### config.mk
export PLATFORM = sky130hd
export DESIGN_NAME = rs_stream_encoder_flat
export DESIGN_NICKNAME = d
export VERILOG_FILES = /design/src/rtl/rs_stream_encoder_if.sv /design/src/rtl/rs_stream_encoder.sv /design/src/flat_wrapper.sv
export SDC_FILE = /design/constraint.sdc
export NUM_CORES = 1
export LEC_CHECK = 0
export CORE_MARGIN = 1.5
export CORE_UTILIZATION = 48
export CTS_CLUSTER_SIZE = 10
export DETAILED_ROUTE_END_ITERATION = 12
export PLACE_DENSITY = 0.75
export SYNTH_ARGS = -nofsm -noshare
export SYNTH_HDL_FRONTEND = slang
export SYNTH_SLANG_ARGS = --single-unit
### constraint.sdc
create_clock -name i_clk -period 1.55 [get_ports i_clk]
set_input_delay 0.31 -clock i_clk [delete_from_list [all_inputs] [get_ports i_clk]]
set_output_delay 0.31 -clock i_clk [all_outputs]
set_load 0.05 [all_outputs]
### src/rtl/rs_stream_encoder_if.sv
// Streaming bus for the RS(7,5) encoder over GF(8).
//   in_valid/in_ready/in_sym      : message symbol input handshake
//   out_valid/out_ready/out_sym   : codeword symbol output handshake
//   out_first/out_last            : frame delimiters on the output stream
//   codeword/cw_valid             : packed frame plus one-cycle completion strobe
// master = producer/consumer side, slave = encoder side.
interface rs_stream_encoder_if #(
    parameter int SYMBOL_WIDTH = 3,
    parameter int N            = 7
);
    logic                      in_valid;
    logic                      in_ready;
    logic [SYMBOL_WIDTH-1:0]   in_sym;
    logic                      out_valid;
    logic                      out_ready;
    logic [SYMBOL_WIDTH-1:0]   out_sym;
    logic                      out_first;
    logic                      out_last;
    logic [N*SYMBOL_WIDTH-1:0] codeword;
    logic                      cw_valid;

    modport master (
        output in_valid, in_sym, out_ready,
        input  in_ready, out_valid, out_sym, out_first, out_last, codeword, cw_valid
    );

    modport slave (
        input  in_valid, in_sym, out_ready,
        output in_ready, out_valid, out_sym, out_first, out_last, codeword, cw_valid
    );
endinterface

### src/rtl/rs_stream_encoder.sv
// Systematic RS(7,5) streaming encoder over GF(8) (x^3+x+1, alpha = 3'b010).
// Message symbols m4..m0 stream through unchanged, followed by parity p1, p0
// computed with g(x) = x^2 + 6x + 3. One output register stage.
// Ports:
//   i_clk   : clock, rising edge
//   i_reset : synchronous active-high reset
//   bus     : rs_stream_encoder_if.slave (input/output streams, packed codeword)
module rs_stream_encoder #(
    parameter int SYMBOL_WIDTH = 3,
    parameter int N            = 7,
    parameter int K            = 5
) (
    input  logic                 i_clk,
    input  logic                 i_reset,
    rs_stream_encoder_if.slave   bus
);
    localparam int W = SYMBOL_WIDTH;

    localparam logic [1:0] ST_MSG  = 2'd0;
    localparam logic [1:0] ST_PAR1 = 2'd1;
    localparam logic [1:0] ST_PAR0 = 2'd2;

    localparam logic [2:0] LAST_CNT = 3'(K - 1);

    // Multiply by alpha: x^3 folds back to x+1.
    function automatic logic [W-1:0] gf_mul2(input logic [W-1:0] a);
        return {a[1], a[0] ^ a[2], a[2]};
    endfunction

    function automatic logic [W-1:0] gf_mul3(input logic [W-1:0] a);
        return gf_mul2(a) ^ a;
    endfunction

    // 6 = alpha * (alpha + 1)
    function automatic logic [W-1:0] gf_mul6(input logic [W-1:0] a);
        return gf_mul2(gf_mul3(a));
    endfunction

    logic [1:0]           r_state;
    logic [2:0]           r_cnt;
    logic [W-1:0]         r_r1, r_r0;
    logic                 r_out_valid;
    logic [W-1:0]         r_out_sym;
    logic                 r_out_first, r_out_last;
    // Holds the six symbols loaded before p0; p0 is appended on the final load.
    logic [(N-1)*W-1:0]   r_asm;
    logic [N*W-1:0]       r_codeword;
    logic                 r_cw_valid;

    logic                 w_slot_free;
    logic                 w_in_ready;
    logic [W-1:0]         w_f;

    assign w_slot_free = !r_out_valid || bus.out_ready;
    assign w_in_ready  = (r_state == ST_MSG) && w_slot_free;
    assign w_f         = bus.in_sym ^ r_r1;

    always_ff @(posedge i_clk) begin
        if (i_reset) begin
            r_state     <= ST_MSG;
            r_cnt       <= '0;
            r_r1        <= '0;
            r_r0        <= '0;
            r_out_valid <= 1'b0;
            r_out_sym   <= '0;
            r_out_first <= 1'b0;
            r_out_last  <= 1'b0;
            r_asm       <= '0;
            r_codeword  <= '0;
            r_cw_valid  <= 1'b0;
        end else begin
            r_cw_valid <= 1'b0;
            if (w_slot_free) begin
                // Slot drains unless one of the branches below reloads it.
                r_out_valid <= 1'b0;
                case (r_state)
                    ST_MSG: begin
                        if (bus.in_valid) begin
                            r_out_valid <= 1'b1;
                            r_out_sym   <= bus.in_sym;
                            r_out_first <= (r_cnt == 3'd0);
                            r_out_last  <= 1'b0;
                            r_r1        <= r_r0 ^ gf_mul6(w_f);
                            r_r0        <= gf_mul3(w_f);
                            r_asm       <= {r_asm[(N-2)*W-1:0], bus.in_sym};
                            if (r_cnt == LAST_CNT) begin
                                r_cnt   <= '0;
                                r_state <= ST_PAR1;
                            end else begin
                                r_cnt   <= r_cnt + 3'd1;
                            end
                        end
                    end
                    ST_PAR1: begin
                        r_out_valid <= 1'b1;
                        r_out_sym   <= r_r1;
                        r_out_first <= 1'b0;
                        r_out_last  <= 1'b0;
                        r_asm       <= {r_asm[(N-2)*W-1:0], r_r1};
                        r_state     <= ST_PAR0;
                    end
                    ST_PAR0: begin
                        r_out_valid <= 1'b1;
                        r_out_sym   <= r_r0;
                        r_out_first <= 1'b0;
                        r_out_last  <= 1'b1;
                        r_codeword  <= {r_asm, r_r0};
                        r_cw_valid  <= 1'b1;
                        r_r1        <= '0;
                        r_r0        <= '0;
                        r_state     <= ST_MSG;
                    end
                    default: r_state <= ST_MSG;
                endcase
            end
        end
    end

    assign bus.in_ready  = w_in_ready;
    assign bus.out_valid = r_out_valid;
    assign bus.out_sym   = r_out_sym;
    assign bus.out_first = r_out_first;
    assign bus.out_last  = r_out_last;
    assign bus.codeword  = r_codeword;
    assign bus.cw_valid  = r_cw_valid;
endmodule

### src/flat_wrapper.sv
// flat-port wrapper written by rule: the top's interface ports become plain ports
module rs_stream_encoder_flat 
#(
    parameter int SYMBOL_WIDTH = 3,
    parameter int N            = 7,
    parameter int K            = 5
)
  (i_clk, i_reset, bus_in_valid, bus_in_sym, bus_out_ready, bus_in_ready, bus_out_valid, bus_out_sym, bus_out_first, bus_out_last, bus_codeword, bus_cw_valid);
  rs_stream_encoder_if #(.SYMBOL_WIDTH(SYMBOL_WIDTH), .N(N)) bus_i ();
  input  logic i_clk;
  input  logic i_reset;
  input wire logic [$bits(bus_i.in_valid)-1:0] bus_in_valid;
  input wire logic [$bits(bus_i.in_sym)-1:0] bus_in_sym;
  input wire logic [$bits(bus_i.out_ready)-1:0] bus_out_ready;
  output wire logic [$bits(bus_i.in_ready)-1:0] bus_in_ready;
  output wire logic [$bits(bus_i.out_valid)-1:0] bus_out_valid;
  output wire logic [$bits(bus_i.out_sym)-1:0] bus_out_sym;
  output wire logic [$bits(bus_i.out_first)-1:0] bus_out_first;
  output wire logic [$bits(bus_i.out_last)-1:0] bus_out_last;
  output wire logic [$bits(bus_i.codeword)-1:0] bus_codeword;
  output wire logic [$bits(bus_i.cw_valid)-1:0] bus_cw_valid;
  assign bus_i.in_valid = bus_in_valid;
  assign bus_i.in_sym = bus_in_sym;
  assign bus_i.out_ready = bus_out_ready;
  assign bus_in_ready = bus_i.in_ready;
  assign bus_out_valid = bus_i.out_valid;
  assign bus_out_sym = bus_i.out_sym;
  assign bus_out_first = bus_i.out_first;
  assign bus_out_last = bus_i.out_last;
  assign bus_codeword = bus_i.codeword;
  assign bus_cw_valid = bus_i.cw_valid;
  rs_stream_encoder #(.SYMBOL_WIDTH(SYMBOL_WIDTH), .N(N), .K(K)) u_core (.i_clk(i_clk), .i_reset(i_reset), .bus(bus_i));
endmodule
==> results of run 1 <==
[kinds of logic after synthesis]
group                      synth area share [%]
and+or+nand+nor                            18.3
buffers and inverters                      3.63
adders and majority gates                  4.20
DFF                                        47.9
muxes                                      11.0
AOI/OAI and AO/OA                          10.7
xor gates and xnor gates                   4.26
[worst max-delay path, cell delays in order (launching register included)]
cell and delay, ns:
dfxtp_2 0.33, inv_2 0.05, ha_4 0.16, buf_6 0.12, and2_4 0.14, buf_12 0.14
[placed cells by master (no fill, tap or decap), types with 4 or more instances in the layout]
master	instances
dfxtp_1	54
nand2_1	52
buf_4	36
nor2_1	32
a21oi_1	29
mux2i_1	24
buf_12	23
clkbuf_8	10
ha_1	6
a22oi_1	5
xnor2_1	4
nand3_1	4
clkdlybuf4s50_1	4
[final timing paths]
kind	from	end	slack, ns	cells after the start
setup / recovery	u_core.r_state[0]	bus_in_ready	-0.04	5
hold / removal	i_reset	u_core.r_r1[2]	0.44	5
setup reg to reg	u_core.r_state[0]	u_core.r_asm[6]	-0.04	8
hold reg to reg	u_core.bus.codeword[3]	u_core.bus.codeword[3]	0.45	2
[repair_timing]
item / 4_1_cts / 5_1_grt
resized for setup: 9 / 12
pin swaps: 1 / 1
setup buffers: 2 / 4
endpoints found under the setup margin: 5 / 28
[where the power goes]
group          switching (mW)  internal (mW)  leakage (nW)
sequential              0.115           1.55         0.464
combinational           0.341          0.430         0.859
clock                   0.582          0.617        0.0891
[per-layer routing]
metal / vias to the layer above / GRT usage, % / part of all wire, %
met5: - / 0 / 0
met4: 0 / 9.67 / 2.0
met3: 8 / 4.53 / 3.3
met2: 41 / 30.8 / 48
met1: 932 / 27.6 / 47
li1: 1023 / - / -
[sequential cells by signal (all words and copies together) (netlist names)]
signal / cells
u_core.r_r1: 3
u_core.bus.out_last: 1
u_core.r_r0: 3
u_core.bus.codeword: 21
u_core.bus.out_sym: 3
u_core.bus.cw_valid: 1
u_core.r_cnt: 3
u_core.r_state: 2
u_core.bus.out_first: 1
u_core.r_asm: 18
u_core.bus.out_valid: 1
[area by class of cell]
type	instances	area, sq um	share of cell area (%)
inverter	4	15.0	0.433
clock buffer	11	141	4.08
sequential	57	1140	33.0
multi-input combinational	192	1230	35.4
clock inverter	5	31.3	0.903
tap	67	83.8	2.42
timing repair buffer	68	822	23.7
[stage by stage]
step	total power, mW	cells
detailed placement	2.40	382
floorplan	2.14	270
finish	3.64	404
CTS	3.59	400
global placement	2.37	382
global route	3.81	404
==> run_results.csv, run 1 <==
group,metric,value,unit
outcome,status,"finished, violations left",
outcome,violations,"negative setup slack",
finish,final_cell_area,0.00347,sq mm
die,fp.coreArea,0.00475,sq mm
cts,holdBufCountCts,0,
placement,port_buffers,35,
placement,place.gp.congestion,0.822,
cts,clkLatencyLatePin,0.33,ns
sta,max_freq,628,MHz
sta,relSlewSlack,65.2,%
setup_path,worstSetupStartpointType,"register",
logic_synthesis,ys_seq_area_share,47.9,%
setup_path,critical_path_required,1.24,ns
logic_synthesis,netlist_top_cells_count,"dfxtp_1 (57), nand2_1 (52), nor2_1 (33), a21oi_1 (31), mux2i_1 (25)",
sta,skew,0.00566,ns
job,max_cap_viol_count,0,
finish,nNetsFinal,347,
global_routing,grt-ovfl-total,0,
logic_synthesis,avgSynthCellArea,8.82,sq um
placement,pre_cts_ws,-0.259,ns
logic_synthesis,syn_area,0.00238,sq mm
logic_synthesis,synthFlopType,"dfxtp_1",
finish,diodes,0,
global_routing,grt_pass1_vias,1821,
routing,wirelength,5270,um
finish,fill_cells,345,
global_routing,antenna_found_initial,0,
power,p_leak,1.41,nW
cts,clock_path_buffers,2,
die,row_count,25,
global_routing,grt_pass1_wl,8330,um
setup_path,path_max_fanout,4,
logic_synthesis,ys_ff_latch,57,
global_routing,grt_max_degree,54,
cts,cts_tree,"built",
placement,place_area,0.00317,sq mm
logic_synthesis,netlist.area_leader.share,47.9,%
die,initial_core_util,50.1,%
cts,path_clk_slew,0.07,ns
power,peakVddDrop,0.853,mV
hold_path,min_path_type,"primary input to register",
sta,hold-worst-slack,0.443,ns
logic_synthesis,yosysMostFrequentCell,"dfxtp_1",
logic_synthesis,syn_nets,285,
cts,cts_htree_levels,3,
sta,finalSetupViolations,3,
die,fp.dieW,73.4,um
sta,final-max-slew-violation-count,0,
sta,tns,-0.107,ns
logic_synthesis,synthArstFlopShare,0,%
routing,drt.antenna.violating_nets,0,
setup_path,end_kind,"primary output",
placement,dp_hpwl,3530,um
sta,tightest_slew,0.522,ns
sta,setup_ws,-0.0423,ns
routing,vias,2004,
die,io_pins,36,
sta,rsz0062_at_grt,"yes",
logic_synthesis,synth_cell_type_count,31,
cts,cts_root_buf,"clkbuf_8",
setup_path,path_class,"register to primary output",
sta,fin_crit,1.59,ns
logic_synthesis,yosysTopAreaCell,"dfxtp_1",
global_routing,grt_usage,20.4,%
logic_synthesis,synthTopCellsByArea,"dfxtp_1 (48%), mux2i_1 (11%), nand2_1 (8.2%)",
sta,finalCritPeriodShare,103,%
routing,via_per_inst,4.96,
logic_synthesis,ys_warn_count,0,
sta,hold_viol,0,
finish,drive_above_1_share,28.8,%
routing,dr.pass1.iters,4,
setup_path,crit_arrival,1.28,ns
power,power.density,1050,mW/mm^2
routing,drc_errors,0,
finish,fin_util,72.9,%
cts,cts_buffers,9,
cts,cts_sinks,57,
routing,drt-initial-drc-count,100,
die,dieHeight,73.4,um
logic_synthesis,postSynthCellCount,270,
die,die_area,0.00539,sq mm
routing,routedWlPerCell,13.0,um
logic_synthesis,synth-edff-count,0,
finish,area_delta_synth_final,45.6,%
(Power assumes the default switching activity.)
==> run 2, diff against run 1 <==
- PLACE_DENSITY: 0.75 -> 0.72
==> run_results.csv, run 2 (same netlist as run 1, synthesis figures left out) <==
group,metric,value,unit
finish,nNetsFinal,353,
die,dieHeight,73.4,um
global_routing,antenna_found_initial,0,
sta,hold-worst-slack,0.421,ns
finish,layout_commonest_cell,"dfxtp_1",
placement,dp_hpwl,3560,um
power,p_leak,1.47,nW
die,die_area,0.00539,sq mm
routing,routedWlPerCell,13.8,um
setup_path,path_class,"register to register",
cts,cts_sinks,57,
cts,path_clk_slew,0.07,ns
finish,drive_above_1_share,31.2,%
die,fp.dieW,73.4,um
sta,setup_ws,-0.115,ns
outcome,violations,"negative setup slack",
cts,cts_buffers,9,
die,io_pins,36,
global_routing,grt_pass1_vias,1868,
global_routing,grt_usage,21.3,%
cts,clkLatencyLatePin,0.34,ns
global_routing,grt_max_degree,42,
finish,largest_register_ffs,21,
cts,cts_tree,"built",
sta,max_freq,601,MHz
setup_path,slowest_delay,0.33,ns
cts,holdBufCountCts,0,
setup_path,critical_path_required,1.76,ns
setup_path,path_max_fanout,10,
routing,wirelength,5670,um
sta,tightest_slew,0.412,ns
setup_path,crit_chain,"inv_2 -> ha_4 -> buf_6 -> mux2i_2 -> nor2_4 -> clkbuf_16 -> mux2i_1 -> nor2_1",
routing,vias,2079,
power,power,3.98,mW
placement,place.gp.congestion,0.837,
routing,drt.antenna.violating_nets,0,
global_routing,grt-ovfl-total,0,
sta,finalCritPeriodShare,107,%
setup_path,worstSetupStartpointType,"register",
hold_path,min_path_type,"primary input to register",
finish,diodes,0,
setup_path,crit_arrival,1.87,ns
sta,skew,0.00609,ns
outcome,status,"finished, violations left",
die,row_count,25,
sta,finalSetupViolations,19,
cts,clock_path_buffers,2,
setup_path,cp_top_family,"buffers and inverters",
routing,drt-initial-drc-count,109,
job,max_cap_viol_count,0,
routing,drc_errors,0,
global_routing,grt_pass1_wl,8710,um
cts,cts_htree_levels,3,
setup_path,end_kind,"register",
cts,cts_root_buf,"clkbuf_8",
setup_path,crit_buf_inv,3,
sta,hold_viol,0,
power,peakVddDrop,0.965,mV
finish,final_cell_mix,"dfxtp_1 (53), nand2_1 (52), buf_4 (40), nor2_1 (32), a21oi_1 (30)",
setup_path,r2r_start,"u_core.r_state[0]",
hold_path,holdCritStartpoint,"i_reset",
routing,via_per_inst,5.07,
die,fp.coreArea,0.00475,sq mm
finish,area_delta_synth_final,51.8,%
sta,final-max-slew-violation-count,0,
sta,fin_crit,1.66,ns
setup_path,crit_start,"u_core.r_state[0]",
placement,port_buffers,35,
setup_path,cp_slowest_cell,"dfxtp_2",
sta,rsz0062_at_grt,"yes",
sta,relSlewSlack,72.5,%
power,power.density,1100,mW/mm^2
routing,dr.pass1.iters,5,
die,initial_core_util,50.1,%
-- run 2: cell count changes in the layout (fill, tap and decap cells not counted), sizes merged --
cell           before  now
dlymetal6s2s        1    0
bufinv              0    2
clkdlybuf4s50       4    5
buf                63   67
-- run 2: worst reg2reg max path: stages, from the launching register on --
cell       delay, ns
dfxtp_2         0.33
inv_2           0.06
ha_4            0.16
buf_6           0.13
mux2i_2         0.16
nor2_4          0.21
clkbuf_16       0.21
mux2i_1         0.21
nor2_1          0.07
-- run 2: where the power goes --
part | total [mW] | internal, mW | leakage [nW] | switching [mW]
logic | 0.785 | 0.436 | 0.893 | 0.349
registers | 1.68 | 1.56 | 0.464 | 0.129
clock network | 1.51 | 0.903 | 0.109 | 0.609
-- run 2: through the flow --
stage	TNS [ns]	setup WS, ns	cells	util (%)	cell area [sq um]
floorplan	-0.0301	-0.00754	270	-	2410
global placement	-7.10	-0.223	384	67.3	3200
detailed placement	-8.40	-0.249	384	67.3	3200
CTS	0	0.0110	404	73.1	3480
global route	-2.35	-0.179	410	76.0	3610
finish	-0.783	-0.115	410	76.0	3610
-- run 2: final timing paths --
| kind | end | slack (ns) | depth (start not counted) |
|---|---|---|---|
| setup / recovery | u_core.r_asm[3] | -0.11 | 8 |
| hold reg to reg | u_core.bus.codeword[13] | 0.46 | 2 |
| hold / removal | u_core.bus.out_valid | 0.42 | 3 |
| setup reg to reg | u_core.r_asm[3] | -0.11 | 8 |
-- run 2: final cells by class --
class                           count  area (sq um)
Multi-Input combinational cell    192          1240
Sequential cell                    57          1150
Fill cell                         316          1140
Timing Repair Buffer               74           908
Clock buffer                        9           124
Clock inverter                      7          95.1
Tap cell                           67          83.8
Inverter                            4          15.0
-- run 2: repair_timing --
item | CTS | global route
resized for setup | 9 | 13
endpoints found under the hold margin | 0 | 0
endpoints found under the setup margin | 20 | 27
setup buffers | 5 | 4
cloned | 0 | 2
pin swaps | 3 | 3
-- run 2: per-layer routing --
| layer | vias to the layer above | part of all wire (%) | GRT usage, % |
|---|---|---|---|
| met5 | - | 0 | 0 |
| met4 | 0 | 1.7 | 9.47 |
| met3 | 11 | 3.8 | 4.39 |
| met2 | 45 | 48 | 32.5 |
| met1 | 983 | 47 | 29.1 |
| li1 | 1040 | - | - |
